==> config.mk <==
export PLATFORM = sky130hd
export DESIGN_NAME = keypad_scan
export DESIGN_NICKNAME = d
export VERILOG_FILES = /design/src/rtl/keypad_scan.sv
export SDC_FILE = /design/constraint.sdc
export NUM_CORES = 1
export LEC_CHECK = 0
export BUFFER_PORTS_ARGS = -buffer_cell sky130_fd_sc_hd__buf_4
export CAP_MARGIN = 5
export CELL_PAD_IN_SITES_DETAIL_PLACEMENT = 0
export CELL_PAD_IN_SITES_GLOBAL_PLACEMENT = 1
export CORE_ASPECT_RATIO = 1.5
export CORE_MARGIN = 2
export CORE_UTILIZATION = 40
export CTS_CLUSTER_DIAMETER = 30
export DETAILED_ROUTE_END_ITERATION = 10
export GPL_TIMING_DRIVEN = 0
export HOLD_SLACK_MARGIN = 0.15
export PLACE_DENSITY = 0.72
export SKIP_CTS_REPAIR_TIMING = 1
export SLEW_MARGIN = 25
export SYNTH_ARGS = -nofsm -noshare
export SYNTH_HDL_FRONTEND = slang
export SYNTH_SLANG_ARGS = --single-unit
==> constraint.sdc <==
create_clock -name clk -period 4.8 [get_ports clk]
set_input_delay 0.96 -clock clk [delete_from_list [all_inputs] [get_ports clk]]
set_output_delay 0.96 -clock clk [all_outputs]
set_load 0.005 [all_outputs]
==> src/rtl/keypad_scan.sv <==
// keypad_scan
// 4x4 matrix keypad scanner and debouncer for the calculator datapath.
// Drives the columns one at a time, samples the synchronized rows, builds a
// full-scan result and debounces it into a single clean key press.
//
// Parameters:
//   SCAN_DIV      clk cycles each column is driven (>= 4)
//   DB_SCANS      identical full scans needed to accept a press or release (>= 1)
//   REPEAT_SCANS  full scans between repeat strobes (autorepeat build only)
//
// Ports:
//   clk        in   system clock
//   rst_n      in   asynchronous active-low reset
//   row_in     in   [3:0] keypad rows, active-low, asynchronous
//   col_out    out  [3:0] column drive, active-low, one-cold
//   KEY        out  [9:0] one-hot digit level, KEY[n] = digit n held
//   Add/Sub/Mul/Div out operator held levels
//   key_valid  out  one-cycle strobe on press acceptance
//   key_code   out  [3:0] position code of accepted key, row*4+col
//
// Optional feature: define KEYPAD_AUTOREPEAT_EN to re-pulse key_valid every
// REPEAT_SCANS full scans while a key stays held.

module keypad_scan #(
  parameter int SCAN_DIV     = 50000,
  parameter int DB_SCANS     = 4,
  parameter int REPEAT_SCANS = 32
) (
  input  logic       clk,
  input  logic       rst_n,
  input  logic [3:0] row_in,
  output logic [3:0] col_out,
  output logic [9:0] KEY,
  output logic       Add,
  output logic       Sub,
  output logic       Mul,
  output logic       Div,
  output logic       key_valid,
  output logic [3:0] key_code
);

  localparam int SLOT_W = (SCAN_DIV > 1) ? $clog2(SCAN_DIV) : 1;
  localparam int DB_W   = $clog2(DB_SCANS + 1);
  localparam logic [SLOT_W-1:0] SLOT_LAST = SLOT_W'(SCAN_DIV - 1);
  localparam logic [DB_W-1:0]   DB_MAX    = DB_W'(DB_SCANS);
  localparam logic [DB_W-1:0]   DB_ONE    = DB_W'(1);

  typedef enum logic [1:0] {
    SCAN_NONE,
    SCAN_SINGLE,
    SCAN_MULTI
  } scan_kind_t;

  typedef enum logic [1:0] {
    IDLE,
    PRESS_WAIT,
    HELD,
    RELEASE_WAIT
  } state_t;

  // ---------------------------------------------------------------------------
  // Row synchronizer (rows idle high because of the external pull-ups)
  // ---------------------------------------------------------------------------
  logic [3:0] row_s1, row_s2;

  always_ff @(posedge clk or negedge rst_n) begin
    if (!rst_n) begin
      row_s1 <= 4'hF;
      row_s2 <= 4'hF;
    end else begin
      row_s1 <= row_in;
      row_s2 <= row_s1;
    end
  end

  // ---------------------------------------------------------------------------
  // Column scan and per-scan hit accumulation
  // ---------------------------------------------------------------------------
  logic [SLOT_W-1:0] slot_cnt;
  logic [1:0]        col_idx;
  logic              slot_last;

  // acc_cnt saturates at 2: anything beyond one hit is simply "multi".
  logic [1:0]        acc_cnt;
  logic [3:0]        acc_code;

  logic [3:0]        col_hits;
  logic [2:0]        hit_n;
  logic [1:0]        hit_row;
  logic [2:0]        total_n;
  logic [1:0]        new_cnt;
  logic [3:0]        new_code;
  scan_kind_t        new_kind;

  logic              scan_end;
  scan_kind_t        scan_kind;
  logic [3:0]        scan_code;

  assign slot_last = (slot_cnt == SLOT_LAST);
  assign col_out   = ~(4'b0001 << col_idx);
  assign col_hits  = ~row_s2;

  // Count the rows pulled low for the column being sampled and merge them
  // with the hits already gathered earlier in this scan.
  always_comb begin
    hit_n   = 3'd0;
    hit_row = 2'd0;
    for (int r = 0; r < 4; r++) begin
      if (col_hits[r]) begin
        hit_n   = hit_n + 3'd1;
        hit_row = 2'(r);
      end
    end
    total_n  = {1'b0, acc_cnt} + hit_n;
    new_cnt  = (total_n >= 3'd2) ? 2'd2 : total_n[1:0];
    new_code = (hit_n == 3'd1 && acc_cnt == 2'd0) ? {hit_row, col_idx} : acc_code;
    case (new_cnt)
      2'd0:    new_kind = SCAN_NONE;
      2'd1:    new_kind = SCAN_SINGLE;
      default: new_kind = SCAN_MULTI;
    endcase
  end

  // Slot/column counters; the column 3 sample closes the scan and publishes
  // the result together with a one-cycle scan_end pulse.
  always_ff @(posedge clk or negedge rst_n) begin
    if (!rst_n) begin
      slot_cnt  <= '0;
      col_idx   <= 2'd0;
      acc_cnt   <= 2'd0;
      acc_code  <= 4'd0;
      scan_end  <= 1'b0;
      scan_kind <= SCAN_NONE;
      scan_code <= 4'd0;
    end else begin
      scan_end <= 1'b0;
      if (slot_last) begin
        slot_cnt <= '0;
        col_idx  <= col_idx + 2'd1;
        if (col_idx == 2'd3) begin
          scan_end  <= 1'b1;
          scan_kind <= new_kind;
          scan_code <= new_code;
          acc_cnt   <= 2'd0;
          acc_code  <= 4'd0;
        end else begin
          acc_cnt  <= new_cnt;
          acc_code <= new_code;
        end
      end else begin
        slot_cnt <= slot_cnt + SLOT_W'(1);
      end
    end
  end

  // ---------------------------------------------------------------------------
  // Debounce FSM
  // ---------------------------------------------------------------------------
  state_t          state, state_n;
  logic [3:0]      cand, cand_n;
  logic [DB_W-1:0] db_cnt, db_n, db_inc;
  logic            accept;
  logic            scan_single;
  logic            single_match;
  logic            rep_fire;
  logic            level_on;

  assign scan_single  = (scan_kind == SCAN_SINGLE);
  assign single_match = scan_single && (scan_code == cand);
  assign db_inc       = db_cnt + DB_ONE;

  always_ff @(posedge clk or negedge rst_n) begin
    if (!rst_n) begin
      state  <= IDLE;
      cand   <= 4'd0;
      db_cnt <= '0;
    end else begin
      state  <= state_n;
      cand   <= cand_n;
      db_cnt <= db_n;
    end
  end

  // MULTI is treated exactly like NONE: only a single matching hit counts.
  always_comb begin
    state_n = state;
    cand_n  = cand;
    db_n    = db_cnt;
    accept  = 1'b0;
    if (scan_end) begin
      unique case (state)
        IDLE: begin
          if (scan_single) begin
            cand_n = scan_code;
            if (DB_SCANS == 1) begin
              state_n = HELD;
              db_n    = '0;
              accept  = 1'b1;
            end else begin
              state_n = PRESS_WAIT;
              db_n    = DB_ONE;
            end
          end
        end
        PRESS_WAIT: begin
          if (single_match) begin
            if (db_inc == DB_MAX) begin
              state_n = HELD;
              db_n    = '0;
              accept  = 1'b1;
            end else begin
              db_n = db_inc;
            end
          end else if (scan_single) begin
            cand_n = scan_code;
            db_n   = DB_ONE;
          end else begin
            state_n = IDLE;
            db_n    = '0;
          end
        end
        HELD: begin
          if (!single_match) begin
            if (DB_SCANS == 1) begin
              state_n = IDLE;
              db_n    = '0;
            end else begin
              state_n = RELEASE_WAIT;
              db_n    = DB_ONE;
            end
          end
        end
        RELEASE_WAIT: begin
          if (single_match) begin
            state_n = HELD;
            db_n    = '0;
          end else if (db_inc == DB_MAX) begin
            state_n = IDLE;
            db_n    = '0;
          end else begin
            db_n = db_inc;
          end
        end
        default: begin
          state_n = IDLE;
          db_n    = '0;
        end
      endcase
    end
  end

`ifdef KEYPAD_AUTOREPEAT_EN
  // ---------------------------------------------------------------------------
  // Autorepeat: counts scans spent in HELD; a glitch through RELEASE_WAIT
  // back into HELD keeps the count, only a fresh acceptance clears it.
  // ---------------------------------------------------------------------------
  localparam int REP_W = $clog2(REPEAT_SCANS + 1);
  localparam logic [REP_W-1:0] REP_MAX = REP_W'(REPEAT_SCANS);

  logic [REP_W-1:0] rep_cnt;
  logic [REP_W-1:0] rep_inc;

  assign rep_inc  = rep_cnt + REP_W'(1);
  assign rep_fire = scan_end && (state == HELD) && single_match && (rep_inc == REP_MAX);

  always_ff @(posedge clk or negedge rst_n) begin
    if (!rst_n) begin
      rep_cnt <= '0;
    end else if (accept) begin
      rep_cnt <= '0;
    end else if (scan_end && state == HELD && single_match) begin
      rep_cnt <= rep_fire ? '0 : rep_inc;
    end
  end
`else
  // No repeat strobes in this build; REPEAT_SCANS has no effect.
  assign rep_fire = (REPEAT_SCANS < 0);
`endif

  // ---------------------------------------------------------------------------
  // Registered strobe, code and level enable
  // ---------------------------------------------------------------------------
  always_ff @(posedge clk or negedge rst_n) begin
    if (!rst_n) begin
      key_valid <= 1'b0;
      key_code  <= 4'd0;
      level_on  <= 1'b0;
    end else begin
      key_valid <= accept | rep_fire;
      if (accept) begin
        key_code <= cand_n;
        level_on <= 1'b1;
      end else if (state_n == IDLE) begin
        level_on <= 1'b0;
      end
    end
  end

  // key_code always holds the currently held key while level_on is set,
  // so the level outputs decode straight from it. C (12) and = (14) drive
  // no level output.
  always_comb begin
    KEY = 10'd0;
    Add = 1'b0;
    Sub = 1'b0;
    Mul = 1'b0;
    Div = 1'b0;
    if (level_on) begin
      case (key_code)
        4'd0:    KEY[1] = 1'b1;
        4'd1:    KEY[2] = 1'b1;
        4'd2:    KEY[3] = 1'b1;
        4'd3:    Add    = 1'b1;
        4'd4:    KEY[4] = 1'b1;
        4'd5:    KEY[5] = 1'b1;
        4'd6:    KEY[6] = 1'b1;
        4'd7:    Sub    = 1'b1;
        4'd8:    KEY[7] = 1'b1;
        4'd9:    KEY[8] = 1'b1;
        4'd10:   KEY[9] = 1'b1;
        4'd11:   Mul    = 1'b1;
        4'd13:   KEY[0] = 1'b1;
        4'd15:   Div    = 1'b1;
        default: ;
      endcase
    end
  end

endmodule

==> out/qor.yml <==
timing:
  rsz0062_at_grt: "false"
  slew_headroom: 0.5361
  setup_violations: 0
  setup_ws_ps: 1941
  worst_slew_pin_slew_ps: 690.5
  fin_skew_ps: 9.679
  period_needed_ps: 2859
  setup_tns_ps: 0
  finalHoldViolCount: 0
  fmax_ghz: 0.3497
  timing.final.crit_share: 0.5957
  fin_hold_ws_ps: 359.1
  drv_slew: 0
drt:
  via_per_inst: 5.207
  drt-wirelength-per-cell_um: 13.15
  dr_wl_met2_um: 2666
  post-route-drc-count: 0
  top_layer: "met4"
  firstDrtPassIters: 4
  wl_met3_um: 186
  drtIter0Drc: 53
  postRouteAntennaNets: 0
  dr_total_vias: 1937
  drt_wl_total_um: 4893
  drt-met1-wl_um: 1974
floorplan:
  dieWidth_um: 71.57
  fp-row-count: 36
  top_level_ports: 29
  coreArea_um2: 6576
  dieArea_um2: 7539
  die_y_um: 105.3
  initial_core_util: 0.4165
cells_and_area:
  fillers: 650
  nets: 313
  multiInputGateArea_um2: 1272
  seqCellArea_um2: 1361
  diodes: 0
  syn_to_final_growth_pct: 14.21
  drive_gt1_frac: 0.2264
global_routing:
  grt_usage: 0.1413
  grt_pass1_wl_um: 8694
  grt_overflow: 0
  antenna_found_initial: 0
  grt_pass1_vias: 1895
  grt_max_degree: 55
clock_tree:
  cts_root_buf: "clkbuf_8"
  clk-insertion-delay-late_ps: 300
  cts_num_sinks: 54
  path_clk_slew_ps: 90
  cts_buffer_depth: 2
  cts_tree: "done"
  htreeDepth: 2
  cts-buffers-inserted: 5
setup_path:
  timing.critical_path.buf_inv: 1
  startpoint_type: "flip-flop"
  critPathTopFamily: "adder cells"
  cp_slowest_cell: "dfstp_2"
  critical_path.max_stage_delay_ps: 540
  end_kind: "flip-flop"
  crit_chain: "inv_1 > ha_1 > xnor2_1 > ha_1 > mux2_2 > fa_1 > xnor2_1 > nor2_1 > o31ai_1"
  worstSetupPathType: "reg2reg"
  crit_required_ps: 5010
  arrival_ps: 3070
  cp_max_fo: 4
logic_synthesis:
  synth_top_area_share: 0.4203
  ys_seq_area_frac: 0.4970
  syn-cell-area_um2: 2739
  netlist_top_cells_count: "dfrtp_1, nor2_1, nand2_1"
  synth_fa_ha_area_frac: 0.05756
  yosys.area_share.simple: 0.1964
  synth_warnings: 0
  ys.flop_type: "dfrtp_1"
  yosys.area.top_type: "dfrtp_1"
  yosys.cell_types.count: 46
  synth_compound_area_frac: 0.08725
  yosysMostFrequentCell: "dfrtp_1"
  syn_area_per_cell_um2: 10.53
  synth_cells: 260
  synth_top_family_by_area: "simple AND/OR/NAND/NOR gates"
  synth_xor_xnor_area_share: 0.07675
  synth_enable_flop_cells: 0
  muxShareOfSynthArea: 0.04660
  yosys-top-cells-area: "dfrtp_1, dfstp_2, ha_1"
  async_flop_share: 1.000
  ys_ff_latch: 54
  syn_nets: 278
place:
  gp_congestion: 0.7832
  portBuffers: 28
  preCtsSetupSlack_ps: 1910
  dpl.hpwl_um: 3662
power_and_ir_drop:
  powerDensity_nw_per_um2: 239.9
  p_total_w: 0.0007505
  leakagePower_nw: 1.501
  peakVddDrop_mv: 0.1644
min_path:
  min_path_type: "reg2reg"
flow_run:
  max_cap_violations: 0
run_status:
  status: "completed"
## cell families (layout without fill, tap and decap cells)
logic type	after synthesis	after routing
and+or+nand+nor	103	103
DFF	54	54
AOI/OAI and AO/OA	33	33
xor gates and xnor gates	24	24
buffers and inverters	24	60
adders and majority gates	12	12
muxes	10	10
## layout by cell type (no fill, tap or decap), types with 8 or more instances in the layout
| master | netlist | final |
|---|---|---|
| dfstp_2 | 8 | 8 |
| xnor2_1 | 14 | 14 |
| xor2_1 | 10 | 10 |
| nand3_1 | 13 | 13 |
| o21ai_0 | 9 | 9 |
| inv_1 | 16 | 16 |
| dfrtp_1 | 46 | 46 |
| nand2_1 | 20 | 20 |
| ha_1 | 11 | 11 |
| nor2_1 | 27 | 27 |
| buf_4 | 0 | 28 |
## registers in the layout, summed over array words and instances, names as in the netlist, 3 cells and up
signal / cells
row_s2: 4
slot_cnt: 16
scan_code: 4
db_cnt: 3
key_code: 4
cand: 4
row_s1: 4
acc_code: 4
## layer usage
layer,vias up,global-route usage
li1,962,-
met3,7,0.02390
met1,931,0.1656
met4,0,0.04852
met2,37,0.2546
met5,-,0
## where the power goes
part	switching (W)	internal, W
Combinational	0.0000290	0.0000167
Sequential	0.00000107	0.000461
Clock	0.000140	0.000104
## metrics by stage
step | instances | utilization | cell area, um2
after floorplan | 260 | - | 2739
after global placement | 364 | 0.4629 | 3044
after detailed placement | 364 | 0.4629 | 3044
after CTS | 372 | 0.4756 | 3128
after global routing | 372 | 0.4756 | 3128
final | 372 | 0.4756 | 3128
## layout make-up
cell class                      count  area share
Sequential cell                    54      0.4352
Multi-Input combinational cell    182      0.4068
Timing Repair Buffer               28     0.06720
Tap cell                           76     0.03040
Clock buffer                        7     0.02440
Inverter                           17     0.02040
Buffer                              7     0.01320
Clock inverter                      1    0.002400
## worst reg2reg max path, cell delays in order, from the launching register on
cell and delay (ps):
dfstp_2 540, inv_1 60, ha_1 330, xnor2_1 340, ha_1 330, mux2_2 290, fa_1 400, xnor2_1 200
nor2_1 100, o31ai_1 200
## final timing paths
kind,start,endpoint,slack (ps),cells after the start
max,row_s2[1],acc_cnt[1],1940,9
min in group asynchronous,rst_n,db_cnt[0],680,1
min,row_s1[2],row_s2[2],360,0
max in group asynchronous,rst_n,scan_code[0],3660,1
max reg2reg,row_s2[1],acc_cnt[1],1940,9
min reg2reg,row_s1[2],row_s2[2],360,0
No activity file was read; power rests on OpenSTA's default activity.
